===== src/rtl/systolic_ws_sequencer_pkg.sv =====
// Shared types and timing helpers for the weight-stationary systolic sequencer.
package systolic_seq_pkg;

  typedef enum logic [2:0] {IDLE, LOAD_WT, STREAM, DRAIN, DONE} state_t;

  // Cycles from a vector's first skewed element entering row 0 to its aligned write.
  function automatic int drain_len(int rows, int cols, int pipe_lat);
    return rows + cols - 1 + pipe_lat;
  endfunction

endpackage


===== src/rtl/systolic_ws_sequencer_if.sv =====
// Control, buffer and array-edge signals of the systolic sequencer.
interface systolic_ws_sequencer_if #(
  parameter int ROWS      = 4,
  parameter int COLS      = 4,
  parameter int WORD_SIZE = 16,
  parameter int MAX_VEC   = 16
);
  logic                          start;
  logic [$clog2(MAX_VEC):0]      num_vec;
  logic                          busy;
  logic                          done;
  logic                          wt_rd_en;
  logic [$clog2(ROWS)-1:0]       wt_rd_addr;
  logic [COLS*WORD_SIZE-1:0]     wt_rd_data;
  logic                          act_rd_en;
  logic [$clog2(MAX_VEC)-1:0]    act_rd_addr;
  logic [ROWS*WORD_SIZE-1:0]     act_rd_data;
  logic                          set_stationary;
  logic                          fsm_out_select_in;
  logic [COLS*WORD_SIZE-1:0]     top_in_bus;
  logic [ROWS*WORD_SIZE-1:0]     left_in_bus;
  logic [COLS*WORD_SIZE-1:0]     bottom_out;
  logic                          res_wr_en;
  logic [$clog2(MAX_VEC)-1:0]    res_wr_addr;
  logic [COLS*WORD_SIZE-1:0]     res_wr_data;

  modport master (
    input  start, num_vec, wt_rd_data, act_rd_data, bottom_out,
    output busy, done, wt_rd_en, wt_rd_addr, act_rd_en, act_rd_addr,
           set_stationary, fsm_out_select_in, top_in_bus, left_in_bus,
           res_wr_en, res_wr_addr, res_wr_data
  );

  modport slave (
    output start, num_vec, wt_rd_data, act_rd_data, bottom_out,
    input  busy, done, wt_rd_en, wt_rd_addr, act_rd_en, act_rd_addr,
           set_stationary, fsm_out_select_in, top_in_bus, left_in_bus,
           res_wr_en, res_wr_addr, res_wr_data
  );
endinterface


===== src/rtl/systolic_ws_sequencer_skew_line.sv =====
// Zero-filled word delay line; DEPTH 0 is a plain wire.
module skew_line #(
  parameter int DEPTH     = 1,
  parameter int WORD_SIZE = 16
) (
  input  logic                 clk,
  input  logic                 rst,
  input  logic [WORD_SIZE-1:0] din,
  output logic [WORD_SIZE-1:0] dout
);
  generate
    if (DEPTH == 0) begin : g_wire
      logic unused_clk_rst;
      assign unused_clk_rst = clk ^ rst;
      assign dout = din;
    end else begin : g_dly
      logic [DEPTH-1:0][WORD_SIZE-1:0] sr;
      always_ff @(posedge clk or posedge rst) begin
        if (rst) begin
          sr <= '0;
        end else begin
          sr[0] <= din;
          for (int i = 1; i < DEPTH; i++) sr[i] <= sr[i-1];
        end
      end
      assign dout = sr[DEPTH-1];
    end
  endgenerate
endmodule


===== src/rtl/systolic_ws_sequencer.sv =====
// Weight-stationary array sequencer: weight load, skewed activation stream, de-skewed result writes.
module systolic_ws_sequencer
  import systolic_seq_pkg::*;
#(
  parameter int ROWS      = 4,
  parameter int COLS      = 4,
  parameter int WORD_SIZE = 16,
  parameter int MAX_VEC   = 16,
  parameter int PIPE_LAT  = 1
) (
  input logic clk,
  input logic rst,
  systolic_ws_sequencer_if.master bus
);
  localparam int S_I  = ROWS + 2;
  localparam int W0_I = S_I + drain_len(ROWS, COLS, PIPE_LAT);
  localparam int CW   = $clog2(W0_I + MAX_VEC + 1) + 1;
  localparam int NVW  = $clog2(MAX_VEC) + 1;
  localparam int AW   = $clog2(MAX_VEC);
  localparam int WA   = $clog2(ROWS);
  localparam logic [CW-1:0] C_ONE  = CW'(1);
  localparam logic [CW-1:0] C_ROWS = CW'(ROWS);
  localparam logic [CW-1:0] C_S    = CW'(S_I);
  localparam logic [CW-1:0] C_W0   = CW'(W0_I);

  state_t                          state, state_nx;
  logic [CW-1:0]                   cyc, nv;
  logic                            set_q, act_vld_q;
  logic [COLS-1:0][WORD_SIZE-1:0]  desk, res_q;

  // cyc tracks the job cycle number: 1 on the first cycle after start is accepted.
  always_ff @(posedge clk or posedge rst) begin
    if (rst) begin
      state     <= IDLE;
      cyc       <= '0;
      nv        <= '0;
      set_q     <= 1'b0;
      act_vld_q <= 1'b0;
      res_q     <= '0;
    end else begin
      state     <= state_nx;
      cyc       <= (state == IDLE) ? C_ONE : cyc + C_ONE;
      if (state == IDLE && bus.start)
        nv <= (bus.num_vec > NVW'(MAX_VEC)) ? CW'(MAX_VEC) : CW'(bus.num_vec);
      set_q     <= bus.wt_rd_en;
      act_vld_q <= bus.act_rd_en;
      res_q     <= desk;
    end
  end

  always_comb begin
    state_nx              = state;
    bus.busy              = 1'b0;
    bus.done              = 1'b0;
    bus.wt_rd_en          = 1'b0;
    bus.wt_rd_addr        = '0;
    bus.act_rd_en         = 1'b0;
    bus.act_rd_addr       = '0;
    bus.fsm_out_select_in = 1'b0;
    bus.res_wr_en         = 1'b0;
    bus.res_wr_addr       = '0;
    case (state)
      IDLE: if (bus.start) state_nx = (bus.num_vec == '0) ? DONE : LOAD_WT;
      LOAD_WT: begin
        bus.busy       = 1'b1;
        bus.wt_rd_en   = 1'b1;
        bus.wt_rd_addr = WA'(C_ROWS - cyc);
        if (cyc == C_ROWS) state_nx = STREAM;
      end
      STREAM: begin
        bus.busy        = 1'b1;
        bus.act_rd_en   = 1'b1;
        bus.act_rd_addr = AW'(cyc - C_ROWS - C_ONE);
        if (cyc == C_ROWS + nv) state_nx = DRAIN;
      end
      DRAIN: begin
        bus.busy = 1'b1;
        if (cyc == C_W0 + nv - C_ONE) state_nx = DONE;
      end
      DONE: begin
        bus.done = 1'b1;
        state_nx = IDLE;
      end
      default: state_nx = IDLE;
    endcase
    // Long jobs start writing while activations are still streaming.
    if (state == STREAM || state == DRAIN) begin
      bus.fsm_out_select_in = (cyc >= C_S);
      if (cyc >= C_W0) begin
        bus.res_wr_en   = 1'b1;
        bus.res_wr_addr = AW'(cyc - C_W0);
      end
    end
  end

  assign bus.set_stationary = set_q;
  assign bus.top_in_bus     = set_q ? bus.wt_rd_data : '0;
  assign bus.res_wr_data    = bus.res_wr_en ? res_q : '0;

  genvar g;
  generate
    for (g = 0; g < ROWS; g++) begin : g_skew
      skew_line #(.DEPTH(g), .WORD_SIZE(WORD_SIZE)) u_skew (
        .clk  (clk),
        .rst  (rst),
        .din  (act_vld_q ? bus.act_rd_data[g*WORD_SIZE +: WORD_SIZE] : '0),
        .dout (bus.left_in_bus[g*WORD_SIZE +: WORD_SIZE])
      );
    end
    for (g = 0; g < COLS; g++) begin : g_deskew
      skew_line #(.DEPTH(COLS-1-g), .WORD_SIZE(WORD_SIZE)) u_deskew (
        .clk  (clk),
        .rst  (rst),
        .din  (bus.bottom_out[g*WORD_SIZE +: WORD_SIZE]),
        .dout (desk[g])
      );
    end
  endgenerate
endmodule


===== src/flat_wrapper.sv =====
// flat-port wrapper written by rule: the top's interface ports become plain ports
module systolic_ws_sequencer_flat import systolic_seq_pkg::*;
#(
  parameter int ROWS      = 4,
  parameter int COLS      = 4,
  parameter int WORD_SIZE = 16,
  parameter int MAX_VEC   = 16,
  parameter int PIPE_LAT  = 1
)
  (clk, rst, bus_start, bus_num_vec, bus_wt_rd_data, bus_act_rd_data, bus_bottom_out, bus_busy, bus_done, bus_wt_rd_en, bus_wt_rd_addr, bus_act_rd_en, bus_act_rd_addr, bus_set_stationary, bus_fsm_out_select_in, bus_top_in_bus, bus_left_in_bus, bus_res_wr_en, bus_res_wr_addr, bus_res_wr_data);
  systolic_ws_sequencer_if #(.ROWS(ROWS), .COLS(COLS), .WORD_SIZE(WORD_SIZE), .MAX_VEC(MAX_VEC)) bus_i ();
  input logic clk;
  input logic rst;
  input wire logic [$bits(bus_i.start)-1:0] bus_start;
  input wire logic [$bits(bus_i.num_vec)-1:0] bus_num_vec;
  input wire logic [$bits(bus_i.wt_rd_data)-1:0] bus_wt_rd_data;
  input wire logic [$bits(bus_i.act_rd_data)-1:0] bus_act_rd_data;
  input wire logic [$bits(bus_i.bottom_out)-1:0] bus_bottom_out;
  output wire logic [$bits(bus_i.busy)-1:0] bus_busy;
  output wire logic [$bits(bus_i.done)-1:0] bus_done;
  output wire logic [$bits(bus_i.wt_rd_en)-1:0] bus_wt_rd_en;
  output wire logic [$bits(bus_i.wt_rd_addr)-1:0] bus_wt_rd_addr;
  output wire logic [$bits(bus_i.act_rd_en)-1:0] bus_act_rd_en;
  output wire logic [$bits(bus_i.act_rd_addr)-1:0] bus_act_rd_addr;
  output wire logic [$bits(bus_i.set_stationary)-1:0] bus_set_stationary;
  output wire logic [$bits(bus_i.fsm_out_select_in)-1:0] bus_fsm_out_select_in;
  output wire logic [$bits(bus_i.top_in_bus)-1:0] bus_top_in_bus;
  output wire logic [$bits(bus_i.left_in_bus)-1:0] bus_left_in_bus;
  output wire logic [$bits(bus_i.res_wr_en)-1:0] bus_res_wr_en;
  output wire logic [$bits(bus_i.res_wr_addr)-1:0] bus_res_wr_addr;
  output wire logic [$bits(bus_i.res_wr_data)-1:0] bus_res_wr_data;
  assign bus_i.start = bus_start;
  assign bus_i.num_vec = bus_num_vec;
  assign bus_i.wt_rd_data = bus_wt_rd_data;
  assign bus_i.act_rd_data = bus_act_rd_data;
  assign bus_i.bottom_out = bus_bottom_out;
  assign bus_busy = bus_i.busy;
  assign bus_done = bus_i.done;
  assign bus_wt_rd_en = bus_i.wt_rd_en;
  assign bus_wt_rd_addr = bus_i.wt_rd_addr;
  assign bus_act_rd_en = bus_i.act_rd_en;
  assign bus_act_rd_addr = bus_i.act_rd_addr;
  assign bus_set_stationary = bus_i.set_stationary;
  assign bus_fsm_out_select_in = bus_i.fsm_out_select_in;
  assign bus_top_in_bus = bus_i.top_in_bus;
  assign bus_left_in_bus = bus_i.left_in_bus;
  assign bus_res_wr_en = bus_i.res_wr_en;
  assign bus_res_wr_addr = bus_i.res_wr_addr;
  assign bus_res_wr_data = bus_i.res_wr_data;
  systolic_ws_sequencer #(.ROWS(ROWS), .COLS(COLS), .WORD_SIZE(WORD_SIZE), .MAX_VEC(MAX_VEC), .PIPE_LAT(PIPE_LAT)) u_core (.clk(clk), .rst(rst), .bus(bus_i));
endmodule

===== config.mk =====
export PLATFORM = sky130hd
export DESIGN_NAME = systolic_ws_sequencer_flat
export DESIGN_NICKNAME = d
export VERILOG_FILES = /design/src/rtl/systolic_ws_sequencer_pkg.sv /design/src/rtl/systolic_ws_sequencer_if.sv /design/src/rtl/systolic_ws_sequencer_skew_line.sv /design/src/rtl/systolic_ws_sequencer.sv /design/src/flat_wrapper.sv
export SDC_FILE = /design/constraint.sdc
export NUM_CORES = 1
export LEC_CHECK = 0
export CORE_AREA = 2 2 159 161
export DETAILED_ROUTE_END_ITERATION = 8
export DIE_AREA = 0 0 161 163
export PLACE_DENSITY = 0.76
export SYNTH_ARGS = -nofsm -noshare
export SYNTH_HDL_FRONTEND = slang
export SYNTH_SLANG_ARGS = --single-unit

===== constraint.sdc =====
create_clock -name clk -period 22.5 [get_ports clk]
set_input_delay 2.25 -clock clk [delete_from_list [all_inputs] [get_ports clk]]
set_output_delay 2.25 -clock clk [all_outputs]
set_load 0.02 [all_outputs]

==> summary.md <==
| Metric | Value |
|---|---|
| Status | completed |
| Top routing layer used | met4 |
| Tot Pwr | 1.660 mW |
| Min Clock Period, post-route | 5.852 ns |
| Total gr overflow | 0 |
| Clock slew at reported path FFs | 0.06 ns |
| Post-cts repair resize count | 0 |
| Fin nets | 1,227 |
| Fillers | 1,981 |
| Final WS setup | 16.65 ns |
| Seq/Total Area, Yosys | 0.7451 |
| Post-synth top area share | 0.7451 |
| Top post-synthesis cells by area | dfrtp_1 (75%), and2_1 (13%), buf_4 (2.7%), ha_1 (1.4%), xnor2_1 (1.1%) |
| Combinational fraction of design power | 0.374 |
| # IOs | 409 |
| Largest family of logic cells by synthesized area | simple AND/OR/NAND/NOR gates |
| Worst Setup Start Kind | input port |
| Switching Fraction | 0.3276 |
| P per Cell Area | 116.7 nW/um2 |
| Post-CTS Setup Bufs | 0 |
| Routed vias/inst | 4.228 |
| CTS H-tree lvls | 1 |
| Vias in the first global route | 6,133 |
| Non-Filler Instances | 1,374 |
| FMAX | 170.9 MHz |
| Final period utilization | 0.2601 |
| CP Class | input port to output port |
| # rows | 58 |
| Leak Pwr | 6.160 nW |
| Final setup fails | 0 |
| Async set or reset register ratio after synthesis | 1.000 |
| Post-synthesis compound-gate area fraction | 0.01438 |
| Synth unique cells | 40 |
| Post-synthesis mux area share | 0.001233 |
| Antenna violations before repair | 6 |
| Crit-path max FO | 1 |
| GRT Util Overall | 0.1670 |
| CTS max path bufs | 3 |
| TritonCTS buffer count | 27 |
| Fraction of the mapped netlist area in adder cells | 0.01370 |
| Hold_ws | 0.3419 ns |
| Later-pin clock latency in the skew report | 0.53 ns |
| Layout cells sized above 1 | 0.05786 |
| Port buffer count | 408 |
| Met3 WL | 1950 um |
| Dpl hpwl | 16,460 um |
| First-pass GRT wire length | 33,870 um |
| CTS sink count | 272 |
| Seq cells post-synth | 272 |
| WL final | 22,210 um |
| Post-synthesis cell count | 634 |
| Placer Congestion | 0.9073 |
| Fraction of the mapped netlist area in simple logic gates | 0.1619 |
| Max-cap violation count | 0 |
| Critical path endpoint category | output port |
| Worst Max-Slew Pin Slew | 1.042 ns |
| Cell Area, Synth | 9135 um2 |
| CTS root buf | clkbuf_16 |
| Vias | 5,809 |
| WL met2 | 11,360 um |
| Core Region | 24,670 um2 |
| CTS tree | yes |
| Sw power | 0.5440 mW |
| WL/cell | 16.16 um |
| Int Pwr | 1.116 mW |
| Sequential share of power | 0.361 |
| Die W | 161 um |
| Final hold vios | 0 |
| Pre-CTS WS | 16.62 ns |
| Post-synth EDFFs | 0 |
| ANT nets after route | 0 |
| Mapped Nets | 844 |
| Die height | 163 um |
| Worst Clk Skew | 0.008470 ns |
| Hold buffers post-CTS | 0 |
| Worst EP required | 20.25 ns |
| Post-synth top flop | dfrtp_1 |
| Cells after DPL | 1,318 |
| Largest net degree at the start of global routing | 111 |
| Met1 Wirelength | 7919 um |
| RSZ-0062 raised after global routing | false |
| Critical path arrival | 3.60 ns |
| Initial Util | 0.3702 |
| Syn_area_per_cell | 14.41 um2 |
| Slew HR | 0.3052 |
| Die ar. | 26,240 um2 |
| Peak supply drop | 0.00008140 V |
| Final setup TNS | 0 ns |
| Drt pass-1 iters | 4 |
| Worst min-delay path class | register to register |
| Syn-to-layout area delta | 55.76% |
| Initial drt markers | 174 |
| Clock power frac | 0.264 |
| Synth Warn # | 0 |
| Post-synth top area cell | dfrtp_1 |
| Final Max Slew Viols | 0 |
| Synth Area in XOR/XNOR | 0.02082 |
| DRC Markers | 0 |
power groups by stage:
| stage | Clock, mW | Combinational, mW | Sequential, mW |
|---|---|---|---|
| after floorplan | 0 | 0.349 | 0.601 |
| after global placement | 0 | 0.623 | 0.606 |
| after detailed placement | 0 | 0.630 | 0.610 |
| after CTS | 0.453 | 0.632 | 0.601 |
| after global routing | 0.474 | 0.666 | 0.609 |
| final | 0.439 | 0.621 | 0.600 |
cells in the mapped netlist (all sizes together) (2+ instances only):
cell,instances
a21oi,6
buf,36
inv,7
nor2,14
nand3,5
clkbuf,23
nor3,3
and2,197
xor2,9
o21ai,5
a21bo,2
nand2b,6
nor2b,3
dfrtp,272
xnor2,11
nand2,9
ha,10
metrics by stage:
| stage | area (um2) | utilization |
|---|---|---|
| after floorplan | 9135 | - |
| after global placement | 13320 | 0.5400 |
| after detailed placement | 13320 | 0.5400 |
| after CTS | 14210 | 0.5760 |
| after global routing | 14230 | 0.5766 |
| final | 14230 | 0.5767 |
final timing paths:
kind | slack, ns | from | cells after the start | end
hold reg to reg | 0.34 | u_core.g_deskew[0].u_deskew.dout[13] | 0 | u_core.res_q[13]
min in group asynchronous | 2.26 | rst | 2 | u_core.g_skew[2].u_skew.g_dly.sr[15]
hold / removal | 0.34 | u_core.g_deskew[0].u_deskew.dout[13] | 0 | u_core.res_q[13]
setup / recovery | 16.65 | bus_wt_rd_data[3] | 3 | bus_top_in_bus[3]
setup reg to reg | 20.30 | u_core.nv[2] | 7 | u_core.state[0]
max in group asynchronous | 17.81 | rst | 4 | u_core.g_deskew[0].u_deskew.g_dly.sr[24]
cell type report:
type                            count  area (um2)  area share
Timing Repair Buffer              413        4121      0.2897
Inverter                            7       33.78    0.002374
Antenna cell                        7       17.52    0.001231
Clock inverter                     16       160.2     0.01126
Clock buffer                       33       728.2     0.05118
Tap cell                          330       412.9     0.02902
Multi-Input combinational cell    296        1948      0.1369
Sequential cell                   272        6807      0.4784
per-layer routing:
metal,global-route usage,vias up
li1,-,2702
met1,0.1814,2754
met2,0.2983,298
met3,0.05042,55
met4,0.08076,0
met5,0,-
state kept, by name, summed over array words and instances, names as in the netlist:
| name | cells |
|---|---|
| u_core.bus.set_stationary | 1 |
| u_core.g_skew.u_skew.dout | 48 |
| u_core.act_vld_q | 1 |
| u_core.state | 3 |
| u_core.g_deskew.u_deskew.g_dly.sr | 48 |
| u_core.g_skew.u_skew.g_dly.sr | 48 |
| u_core.cyc | 6 |
| u_core.res_q | 64 |
| u_core.g_deskew.u_deskew.dout | 48 |
| u_core.nv | 5 |
cell families (layout without fill, tap and decap cells):
logic type | after synthesis | count (layout)
flops | 272 | 272
simple gates | 245 | 245
buf+inv | 66 | 469
compound gates | 20 | 20
xor+xnor | 20 | 20
fa+ha+maj | 10 | 10
mux | 1 | 1
other cells | 0 | 7
cells in the final DEF (no fill, tap or decap), types with 2 or more instances in the layout:
cell	netlist	layout
buf_4	33	5
clkbuf_8	1	3
xnor2_1	11	11
bufinv_16	0	2
clkdlybuf4s50_1	0	408
inv_6	0	2
nand2b_1	5	5
nor2b_1	3	3
xor2_1	7	7
inv_1	7	6
nor2_1	14	14
nor3_1	3	3
diode_2	0	7
nand3_1	5	5
clkinv_4	0	2
clkbuf_1	22	3
a21oi_1	6	5
clkbuf_16	0	27
o21ai_1	4	4
dfrtp_1	272	272
ha_1	10	10
clkinvlp_4	0	6
nand2_1	9	9
clkinv_2	0	4
and2_1	197	197
xor2_2	2	2
critical path, stage by stage:
cell and delay (ns):
clkdlybuf4s50_1 0.47, and2_1 0.18, clkdlybuf4s50_1 0.69
Power figures use the tool's default switching activity.
